--- src/rtl/regfile_scoreboard_pkg.sv ---
// Shared CPU constants used by the register file: register indices,
// the ECALL halt code and reset values.
package regfile_scoreboard_pkg;

    localparam int XLEN_DEF = 32;

    localparam int X0 = 0;
    localparam int SP = 2;
    localparam int A7 = 17;

    localparam int          HALT_CODE_DEF = 10;
    localparam logic [31:0] SP_INIT_DEF   = 32'h0000_2ffc;

endpackage

--- src/rtl/regfile_scoreboard_if.sv ---
// Decode/writeback-side bundle of the register file: read ports, issue,
// writeback and ECALL signalling.
interface regfile_scoreboard_if #(
    parameter int XLEN  = 32,
    parameter int NREGS = 32
);
    localparam int AW = $clog2(NREGS);

    logic [AW-1:0]   rs1;
    logic [AW-1:0]   rs2;
    logic [XLEN-1:0] rs1_dout;
    logic [XLEN-1:0] rs2_dout;
    logic            rs1_busy;
    logic            rs2_busy;
    logic            issue_valid;
    logic [AW-1:0]   issue_rd;
    logic            issue_wr;
    logic            write_enable;
    logic [AW-1:0]   rd;
    logic [XLEN-1:0] rd_din;
    logic            is_ecall;
    logic            ecall_stall;
    logic            is_halted;

    modport master (
        output rs1, rs2, issue_valid, issue_rd, issue_wr,
               write_enable, rd, rd_din, is_ecall,
        input  rs1_dout, rs2_dout, rs1_busy, rs2_busy, ecall_stall, is_halted
    );

    modport slave (
        input  rs1, rs2, issue_valid, issue_rd, issue_wr,
               write_enable, rd, rd_din, is_ecall,
        output rs1_dout, rs2_dout, rs1_busy, rs2_busy, ecall_stall, is_halted
    );

endinterface

--- src/rtl/regfile_scoreboard_sb.sv ---
// Pending-write scoreboard: one busy bit per register, set on issue and
// cleared on writeback, with lookups masked by a same-cycle writeback.
module regfile_scoreboard_sb
    import regfile_scoreboard_pkg::*;
#(
    parameter int NREGS     = 32,
    parameter int BYPASS_EN = 1,
    localparam int AW       = $clog2(NREGS)
) (
    input  logic          clk,
    input  logic          reset,
    input  logic          issue_valid,
    input  logic          issue_wr,
    input  logic [AW-1:0] issue_rd,
    input  logic          write_enable,
    input  logic [AW-1:0] rd,
    input  logic [AW-1:0] rs1,
    input  logic [AW-1:0] rs2,
    input  logic [AW-1:0] rs3,
    output logic          busy1,
    output logic          busy2,
    output logic          busy3
);

    localparam logic          BYP  = 1'(BYPASS_EN != 0);
    localparam logic [AW-1:0] X0_A = AW'(X0);

    logic [NREGS-1:0] busy_r;
    logic [NREGS-1:0] busy_next_s;

    // Next busy vector; an issue wins over a writeback so the newer writer stays pending
    always_comb begin
        busy_next_s = busy_r;
        for (int i = 1; i < NREGS; i++) begin
            if (issue_valid && issue_wr && (issue_rd == AW'(i))) begin
                busy_next_s[i] = 1'b1;
            end else if (write_enable && (rd == AW'(i))) begin
                busy_next_s[i] = 1'b0;
            end else begin
                busy_next_s[i] = busy_r[i];
            end
        end
        busy_next_s[0] = 1'b0;
    end

    // Busy vector register
    always_ff @(posedge clk) begin
        if (reset) begin
            busy_r <= '0;
        end else begin
            busy_r <= busy_next_s;
        end
    end

    assign busy1 = (rs1 != X0_A) && busy_r[rs1] && !(BYP && write_enable && (rd == rs1));
    assign busy2 = (rs2 != X0_A) && busy_r[rs2] && !(BYP && write_enable && (rd == rs2));
    assign busy3 = (rs3 != X0_A) && busy_r[rs3] && !(BYP && write_enable && (rd == rs3));

endmodule

--- src/rtl/regfile_scoreboard.sv ---
// Integer register file with hard-wired x0, writeback bypass, pending-write
// scoreboard and a sticky ECALL halt flag.
module regfile_scoreboard
    import regfile_scoreboard_pkg::*;
#(
    parameter int              XLEN      = XLEN_DEF,
    parameter int              NREGS     = 32,
    parameter int              SP_IDX    = SP,
    parameter logic [XLEN-1:0] SP_INIT   = XLEN'(SP_INIT_DEF),
    parameter int              HALT_REG  = A7,
    parameter int              HALT_CODE = HALT_CODE_DEF,
    parameter int              BYPASS_EN = 1
) (
    input  logic                 clk,
    input  logic                 reset,
    regfile_scoreboard_if.slave  bus
);

    localparam int            AW     = $clog2(NREGS);
    localparam logic          BYP    = 1'(BYPASS_EN != 0);
    localparam logic [AW-1:0] X0_A   = AW'(X0);
    localparam logic [AW-1:0] HALT_A = AW'(HALT_REG);

    logic [XLEN-1:0] regs_r [NREGS];
    logic            halted_r;

    logic [XLEN-1:0] rs1_val_s;
    logic [XLEN-1:0] rs2_val_s;
    logic [XLEN-1:0] halt_val_s;
    logic            halt_busy_s;
    logic            ecall_stall_s;
    logic            halt_set_s;

    function automatic logic [XLEN-1:0] read_port(
        input logic [AW-1:0]   idx,
        input logic [XLEN-1:0] stored,
        input logic            we,
        input logic [AW-1:0]   wr_idx,
        input logic [XLEN-1:0] wr_data
    );
        logic [XLEN-1:0] val;
        if (idx == X0_A) begin
            val = '0;
        end else if (BYP && we && (wr_idx == idx)) begin
            val = wr_data;
        end else begin
            val = stored;
        end
        return val;
    endfunction

    regfile_scoreboard_sb #(
        .NREGS     (NREGS),
        .BYPASS_EN (BYPASS_EN)
    ) u_sb (
        .clk          (clk),
        .reset        (reset),
        .issue_valid  (bus.issue_valid),
        .issue_wr     (bus.issue_wr),
        .issue_rd     (bus.issue_rd),
        .write_enable (bus.write_enable),
        .rd           (bus.rd),
        .rs1          (bus.rs1),
        .rs2          (bus.rs2),
        .rs3          (HALT_A),
        .busy1        (bus.rs1_busy),
        .busy2        (bus.rs2_busy),
        .busy3        (halt_busy_s)
    );

    // Read ports and ECALL resolution, all seen through the writeback bypass
    always_comb begin
        rs1_val_s     = read_port(bus.rs1, regs_r[bus.rs1], bus.write_enable, bus.rd, bus.rd_din);
        rs2_val_s     = read_port(bus.rs2, regs_r[bus.rs2], bus.write_enable, bus.rd, bus.rd_din);
        halt_val_s    = read_port(HALT_A, regs_r[HALT_A], bus.write_enable, bus.rd, bus.rd_din);
        ecall_stall_s = bus.is_ecall && halt_busy_s;
        halt_set_s    = bus.is_ecall && !halt_busy_s && (halt_val_s == XLEN'(HALT_CODE));
    end

    // Register storage and sticky halt flag; a halted core accepts no writes
    always_ff @(posedge clk) begin
        if (reset) begin
            for (int i = 0; i < NREGS; i++) begin
                regs_r[i] <= (i == SP_IDX) ? SP_INIT : '0;
            end
            halted_r <= 1'b0;
        end else begin
            if (bus.write_enable && (bus.rd != X0_A) && !halted_r) begin
                regs_r[bus.rd] <= bus.rd_din;
            end
            halted_r <= halted_r | halt_set_s;
        end
    end

    assign bus.rs1_dout    = rs1_val_s;
    assign bus.rs2_dout    = rs2_val_s;
    assign bus.ecall_stall = ecall_stall_s;
    assign bus.is_halted   = halted_r;

endmodule

--- src/flat_wrapper.sv ---
// flat-port wrapper written by rule: the top's interface ports become plain ports
module regfile_scoreboard_flat import regfile_scoreboard_pkg::*;
#(
    parameter int              XLEN      = XLEN_DEF,
    parameter int              NREGS     = 32,
    parameter int              SP_IDX    = SP,
    parameter logic [XLEN-1:0] SP_INIT   = XLEN'(SP_INIT_DEF),
    parameter int              HALT_REG  = A7,
    parameter int              HALT_CODE = HALT_CODE_DEF,
    parameter int              BYPASS_EN = 1
)
  (clk, reset, bus_rs1, bus_rs2, bus_issue_valid, bus_issue_rd, bus_issue_wr, bus_write_enable, bus_rd, bus_rd_din, bus_is_ecall, bus_rs1_dout, bus_rs2_dout, bus_rs1_busy, bus_rs2_busy, bus_ecall_stall, bus_is_halted);
  regfile_scoreboard_if #(.XLEN(XLEN), .NREGS(NREGS)) bus_i ();
  input  logic clk;
  input  logic reset;
  input wire logic [$bits(bus_i.rs1)-1:0] bus_rs1;
  input wire logic [$bits(bus_i.rs2)-1:0] bus_rs2;
  input wire logic [$bits(bus_i.issue_valid)-1:0] bus_issue_valid;
  input wire logic [$bits(bus_i.issue_rd)-1:0] bus_issue_rd;
  input wire logic [$bits(bus_i.issue_wr)-1:0] bus_issue_wr;
  input wire logic [$bits(bus_i.write_enable)-1:0] bus_write_enable;
  input wire logic [$bits(bus_i.rd)-1:0] bus_rd;
  input wire logic [$bits(bus_i.rd_din)-1:0] bus_rd_din;
  input wire logic [$bits(bus_i.is_ecall)-1:0] bus_is_ecall;
  output wire logic [$bits(bus_i.rs1_dout)-1:0] bus_rs1_dout;
  output wire logic [$bits(bus_i.rs2_dout)-1:0] bus_rs2_dout;
  output wire logic [$bits(bus_i.rs1_busy)-1:0] bus_rs1_busy;
  output wire logic [$bits(bus_i.rs2_busy)-1:0] bus_rs2_busy;
  output wire logic [$bits(bus_i.ecall_stall)-1:0] bus_ecall_stall;
  output wire logic [$bits(bus_i.is_halted)-1:0] bus_is_halted;
  assign bus_i.rs1 = bus_rs1;
  assign bus_i.rs2 = bus_rs2;
  assign bus_i.issue_valid = bus_issue_valid;
  assign bus_i.issue_rd = bus_issue_rd;
  assign bus_i.issue_wr = bus_issue_wr;
  assign bus_i.write_enable = bus_write_enable;
  assign bus_i.rd = bus_rd;
  assign bus_i.rd_din = bus_rd_din;
  assign bus_i.is_ecall = bus_is_ecall;
  assign bus_rs1_dout = bus_i.rs1_dout;
  assign bus_rs2_dout = bus_i.rs2_dout;
  assign bus_rs1_busy = bus_i.rs1_busy;
  assign bus_rs2_busy = bus_i.rs2_busy;
  assign bus_ecall_stall = bus_i.ecall_stall;
  assign bus_is_halted = bus_i.is_halted;
  regfile_scoreboard #(.XLEN(XLEN), .NREGS(NREGS), .SP_IDX(SP_IDX), .SP_INIT(SP_INIT), .HALT_REG(HALT_REG), .HALT_CODE(HALT_CODE), .BYPASS_EN(BYPASS_EN)) u_core (.clk(clk), .reset(reset), .bus(bus_i));
endmodule
--- config.mk ---
export PLATFORM = sky130hd
export DESIGN_NAME = regfile_scoreboard_flat
export DESIGN_NICKNAME = d
export VERILOG_FILES = /design/src/rtl/regfile_scoreboard_pkg.sv /design/src/rtl/regfile_scoreboard_if.sv /design/src/rtl/regfile_scoreboard_sb.sv /design/src/rtl/regfile_scoreboard.sv /design/src/flat_wrapper.sv
export SDC_FILE = /design/constraint.sdc
export NUM_CORES = 2
export LEC_CHECK = 0
export ABC_AREA = 0
export BUFFER_PORTS_ARGS = -buffer_cell sky130_fd_sc_hd__clkbuf_2
export CAP_MARGIN = 0
export CORE_ASPECT_RATIO = 1.75
export CORE_UTILIZATION = 40
export DETAILED_ROUTE_END_ITERATION = 6
export SYNTH_ARGS = -nofsm -noshare
export SYNTH_HDL_FRONTEND = slang
export SYNTH_SLANG_ARGS = --single-unit
--- constraint.sdc ---
create_clock -name clk -period 1.9 [get_ports clk]
set_input_delay 0.095 -clock clk [delete_from_list [all_inputs] [get_ports clk]]
set_output_delay 0.095 -clock clk [all_outputs]
set_load 0.01 [all_outputs]
After elaboration in Yosys (flattened, before gate mapping)
Memories as Yosys holds them, arrays and structs flattened. Index checks and enable logic that the tools add are counted.

Order comparisons: 2. Equal/unequal tests: 65. Multiplexer cells: 79. Bitwise logic cells: 1. Reduce and logical (&&, ||, !) cells: 117.

Operators with widths (count): $mux W32 (6); $eq A5 B5 Y1 const B (32); $eq A5 B4 Y1 const B (16); $logic_and A1 B1 Y1 (75); $mux W1 (70); $reduce_bool A2 Y1 (31); $eq A5 B3 Y1 const B (8); $eq A32 B4 Y1 const B (1); $reduce_or A32 Y1 (1); $eq A5 B2 Y1 const B (4); $reduce_bool A5 Y1 (3); $lt A5 B6 Y1 const B (2); $bmux W1 S5 (2); $eq A5 B1 Y1 const B (2); $eq A5 B5 Y1 (2); $logic_not A5 Y1 (2); $logic_not A1 Y1 (5); $mux W5 (1); $or A1 B1 Y1 (1).

Flip-flop bits (word level): 33. Memory bits (writable): 1024. Input port bits: 58. Output and inout bits: 68. Logic and storage cells: 298. Memories: 1.

Memories: u_core.regs_r (depth 32, width 32, rd ports 3, clocked after memory_dff 0, wr ports 32, line regfile_scoreboard.sv:24) `logic [XLEN-1:0] regs_r [NREGS];`.

Depth between registers and ports, before layout
Depth after elaboration: 8. Depth in mapped cells: 10. Mapped depth without buffers: 5.

By module
Synthesis repeated with hierarchy kept, for this count alone.

Cells, all modules: 4073. Area, all modules: 57491.4 sq um.

Modules (own cells, without submodules): regfile_scoreboard (times used 1, cells an instance 3800, area an instance 55119.1 sq um, seq. area each 30769.5 sq um); regfile_scoreboard_sb (times used 1, cells an instance 273, area an instance 2372.3 sq um, seq. area each 620.6 sq um).

Least setup slack after synthesis
No wires, ideal clock.

Kind: reg-to-reg. Start point: register u_core.halted_r (netlist: u_core.bus.is_halted). End point: memory u_core.regs_r[31][0], enable pin. Setup time: 0.375 ns. Arrival time: 1.791 ns. Data required time: 1.525 ns. Setup slack: -0.266 ns. Stages on the path, launching flop included: 6. Path buffers: 2. Period minus slack after synthesis: 2.166 ns. Cell sequence: dfxtp_1 -> or3_1 -> clkbuf_1 -> clkbuf_1 -> nor2_1 -> or2_2.

RTL lines: from (decl) (line regfile_scoreboard.sv:25) `logic halted_r;`; from (signal assigned) (line regfile_scoreboard.sv:91) `halted_r <= halted_r | halt_set_s;`; to (decl) (line regfile_scoreboard.sv:24).

==> flow_metrics.env <==
export IMPL_status="finished with violations"
export IMPL_violations="design-rule violations, negative setup slack"
export IMPL_cts_sinks=1056
export IMPL_clk_path_buf_depth=3
export IMPL_synth_area_leader_cell="edfxtp_1"
export IMPL_cp_required_ps=1800
export IMPL_cp_max_fo=2
export IMPL_grt_use_total=0.303
export IMPL_placed_area_um2=65900
export IMPL_yosysWarnings=0
export IMPL_grt_max_degree=96
export IMPL_start_util=0.404
export IMPL_rr_worst_depth=7
export IMPL_min_path_cells=3
export IMPL_timing_final_crit_share=1.55
export IMPL_max_freq_mhz=340
export IMPL_layout_drive_gt1_share=0.366
export IMPL_relSlewSlack=0.292
export IMPL_cap_violations=0
export IMPL_ys_top_cells_by_count="edfxtp_1, and2_1, mux4_2"
export IMPL_drtIter0Drc=5011
export IMPL_drtPass1Iterations=7
export IMPL_cts_tree="yes"
export IMPL_clk_pin_slew_worst_paths_ps=70
export IMPL_rsz0062_at_grt="true"
export IMPL_seq_power_share=0.478
export IMPL_drt_wl_total_um=220000
export IMPL_worstHoldPathType="in2reg"
export IMPL_dp_hpwl_um=151000
export IMPL_total_power_uw=56200
export IMPL_powerDensity_nw_per_um2=788
export IMPL_crit_chain="mux4_2 -> mux4_2 -> and3_4 -> a221o_1 -> clkbuf_2"
export IMPL_synth_edf_count=1024
export IMPL_core_area_um2=142000
export IMPL_rows=183
export IMPL_ys_flop_type="edfxtp_1"
export IMPL_crit_buf_inv=1
export IMPL_syn_to_final_growth_pct=24.3
export IMPL_die_h_um=503
export IMPL_viasPerCell=6.25
export IMPL_hold_end="u_core.regs_r[20][26]"
export IMPL_comb_power_share=0.154
export IMPL_grt_pass1_wl_um=308000
export IMPL_ys_async_sr_fraction=0
export IMPL_drc_errors=24
export IMPL_gr_total_overflow=0
export IMPL_synth_cell_types=56
export IMPL_drtAntennaViolNets=0
export IMPL_fp_dieW_um=288
export IMPL_worstHoldStart="bus_rd_din[26]"
export IMPL_crit_slowest_cell="mux4_2"
export IMPL_cts_buffers=99
export IMPL_final_setup_skew_ps=22.5
export IMPL_ir_drop_mv=0.690
export IMPL_syn_avg_cell_area_um2=14.4
export IMPL_hold_viol_final=0
export IMPL_critical_path_max_stage_delay_ps=580
export IMPL_endpoint_kind="output port"
export IMPL_intPower_uw=41800
export IMPL_tns_ps=-50650
export IMPL_synth_area_um2=57400
export IMPL_io_pins=126
export IMPL_clock_latency_ps=710
export IMPL_syn_inst=3974
export IMPL_finalSetupViolCount=77
export IMPL_htree_levels=3
export IMPL_antenna_found_initial=8
export IMPL_slew_viol_final=0
export IMPL_die_area_um2=145000
export IMPL_synth_seq_area_share=0.547
export IMPL_synth_area_top_cells="edfxtp_1, mux4_2, and2_1, mux2i_1, clkbuf_1"
export IMPL_regToRegSetupSlack_ps=-180
export IMPL_crit_top_cell="mux4_2"
export IMPL_criticalPathCategory="reg2out"
export IMPL_rr_startpoint="u_core.regs_r[17][29]"
export IMPL_nNetsFinal=4598
export IMPL_critPathArrivalTime_ps=2850
export IMPL_yosys_area_top_type_share=0.536
export IMPL_postLayoutCellArea_um2=71300
export IMPL_synth_seq_cells=1056
export IMPL_p_sw_frac=0.256
export IMPL_grt_pass1_vias=40900
export IMPL_clockPowerShare=0.369
export IMPL_cp_start_kind="flop"
export IMPL_portBuffers=125
export IMPL_finalWorstSetupSlack_ps=-1040
export IMPL_synth_most_common_cell="edfxtp_1"
export IMPL_p_switching_uw=14400
export IMPL_cts_root_buffer="clkbuf_16"
export IMPL_final_util=0.502
export IMPL_r2r_end="u_core.bus.is_halted"
export IMPL_vias=40400
export IMPL_min_period_ps=2940
export IMPL_leakage_uw=0.0265
export IMPL_tightest_slew_ps=1060
export IMPL_critical_path_top_delay_family="multiplexers"
export IMPL_gp_congestion=0.924
export IMPL_avgRoutedWirePerCell_um=34.1
flip-flops by register name (all words and copies together) (netlist names):
name,count
u_core.bus.is_halted,1
u_core.regs_r,1024
u_core.u_sb.busy_r,31
per-stage QoR:
step	hold WS [ps]	cells	worst slack [ps]
6_report	33.8	6471	-1040
5_1_grt	33.6	6469	-1070
4_1_cts	10.3	6453	-1040
3_5_place_dp	482	6243	-957
3_3_place_gp	470	6243	-942
2_1_floorplan	260	4005	-117
cells by family (layout without fill, tap and decap cells):
kind of cell,after synthesis,count (layout),share of synthesized area
xor+xnor,10,10,0.00153
other cells,1,37,0.0000653
compound gates,416,416,0.0518
mux,745,745,0.230
simple gates,1326,1326,0.137
buf+inv,420,1031,0.0331
flops,1056,1056,0.547
power groups by stage:
stage	sequential [uW]	combinational, uW	clock, uW
2_1_floorplan	27100	4120	0
3_3_place_gp	27300	7820	0
3_5_place_dp	27300	7840	0
4_1_cts	26800	8360	20800
5_1_grt	26900	8900	21600
6_report	26900	8630	20700
cell type report:
type | count | area (um^2)
fillers | 11900 | 70900
clock buffers | 113 | 2570
repair buffers | 849 | 8630
inverters | 5 | 18.8
well taps | 1850 | 2310
clock inverters | 64 | 654
diodes | 5 | 12.5
flip-flops and latches | 1056 | 31400
multi-input cells | 2529 | 25700
layout by cell type (no fill, tap or decap), types with 14 or more instances in the layout:
cell / n
a211oi_2: 26
a21oi_1: 60
a221o_1: 28
a221oi_1: 46
a22oi_1: 45
a32oi_1: 14
and2_1: 985
buf_12: 163
buf_4: 511
buf_6: 32
bufinv_16: 14
clkbuf_16: 105
clkbuf_2: 97
clkinv_1: 34
conb_1: 32
dfxtp_1: 30
edfxtp_1: 1024
mux2_2: 16
mux2i_1: 243
mux4_2: 454
nand2_1: 92
nor2_1: 39
nor2_4: 33
nor2b_1: 15
o21ai_0: 52
o21ai_1: 17
or2_4: 28
timing repair:
item,CTS,global route
resized for setup,241,89
endpoints found under the hold margin,54,0
endpoints found under the setup margin,630,496
pin swaps,132,57
hold buffers,14,0
gates cloned,9,5
setup buffers,41,20
routing by layer:
metal	global-route usage	share of wire
met1	0.373	0.36
met2	0.506	0.49
met3	0.0519	0.086
met4	0.163	0.060
met5	0	0.000059
worst max-delay path by stage:
stage | startpoint | to | cells after the start
after global placement | bus_rs1[0] | bus_rs1_dout[17] | 11
after detailed placement | bus_rs1[0] | bus_rs1_dout[30] | 11
after floorplan | u_core.bus.is_halted | u_core.regs_r[23][0] | 5
after CTS | u_core.regs_r[31][16] | bus_rs1_dout[16] | 5
after global routing | u_core.regs_r[31][16] | bus_rs1_dout[16] | 5
final | u_core.regs_r[11][16] | bus_rs1_dout[16] | 5
tightest hold or removal path, delay by kind of cell:
kind | cells | cell delay, ps
AND/OR/NAND/NOR | 1 | 170
buffers and inverters | 2 | 320
No activity file was read; power rests on OpenSTA's default activity.
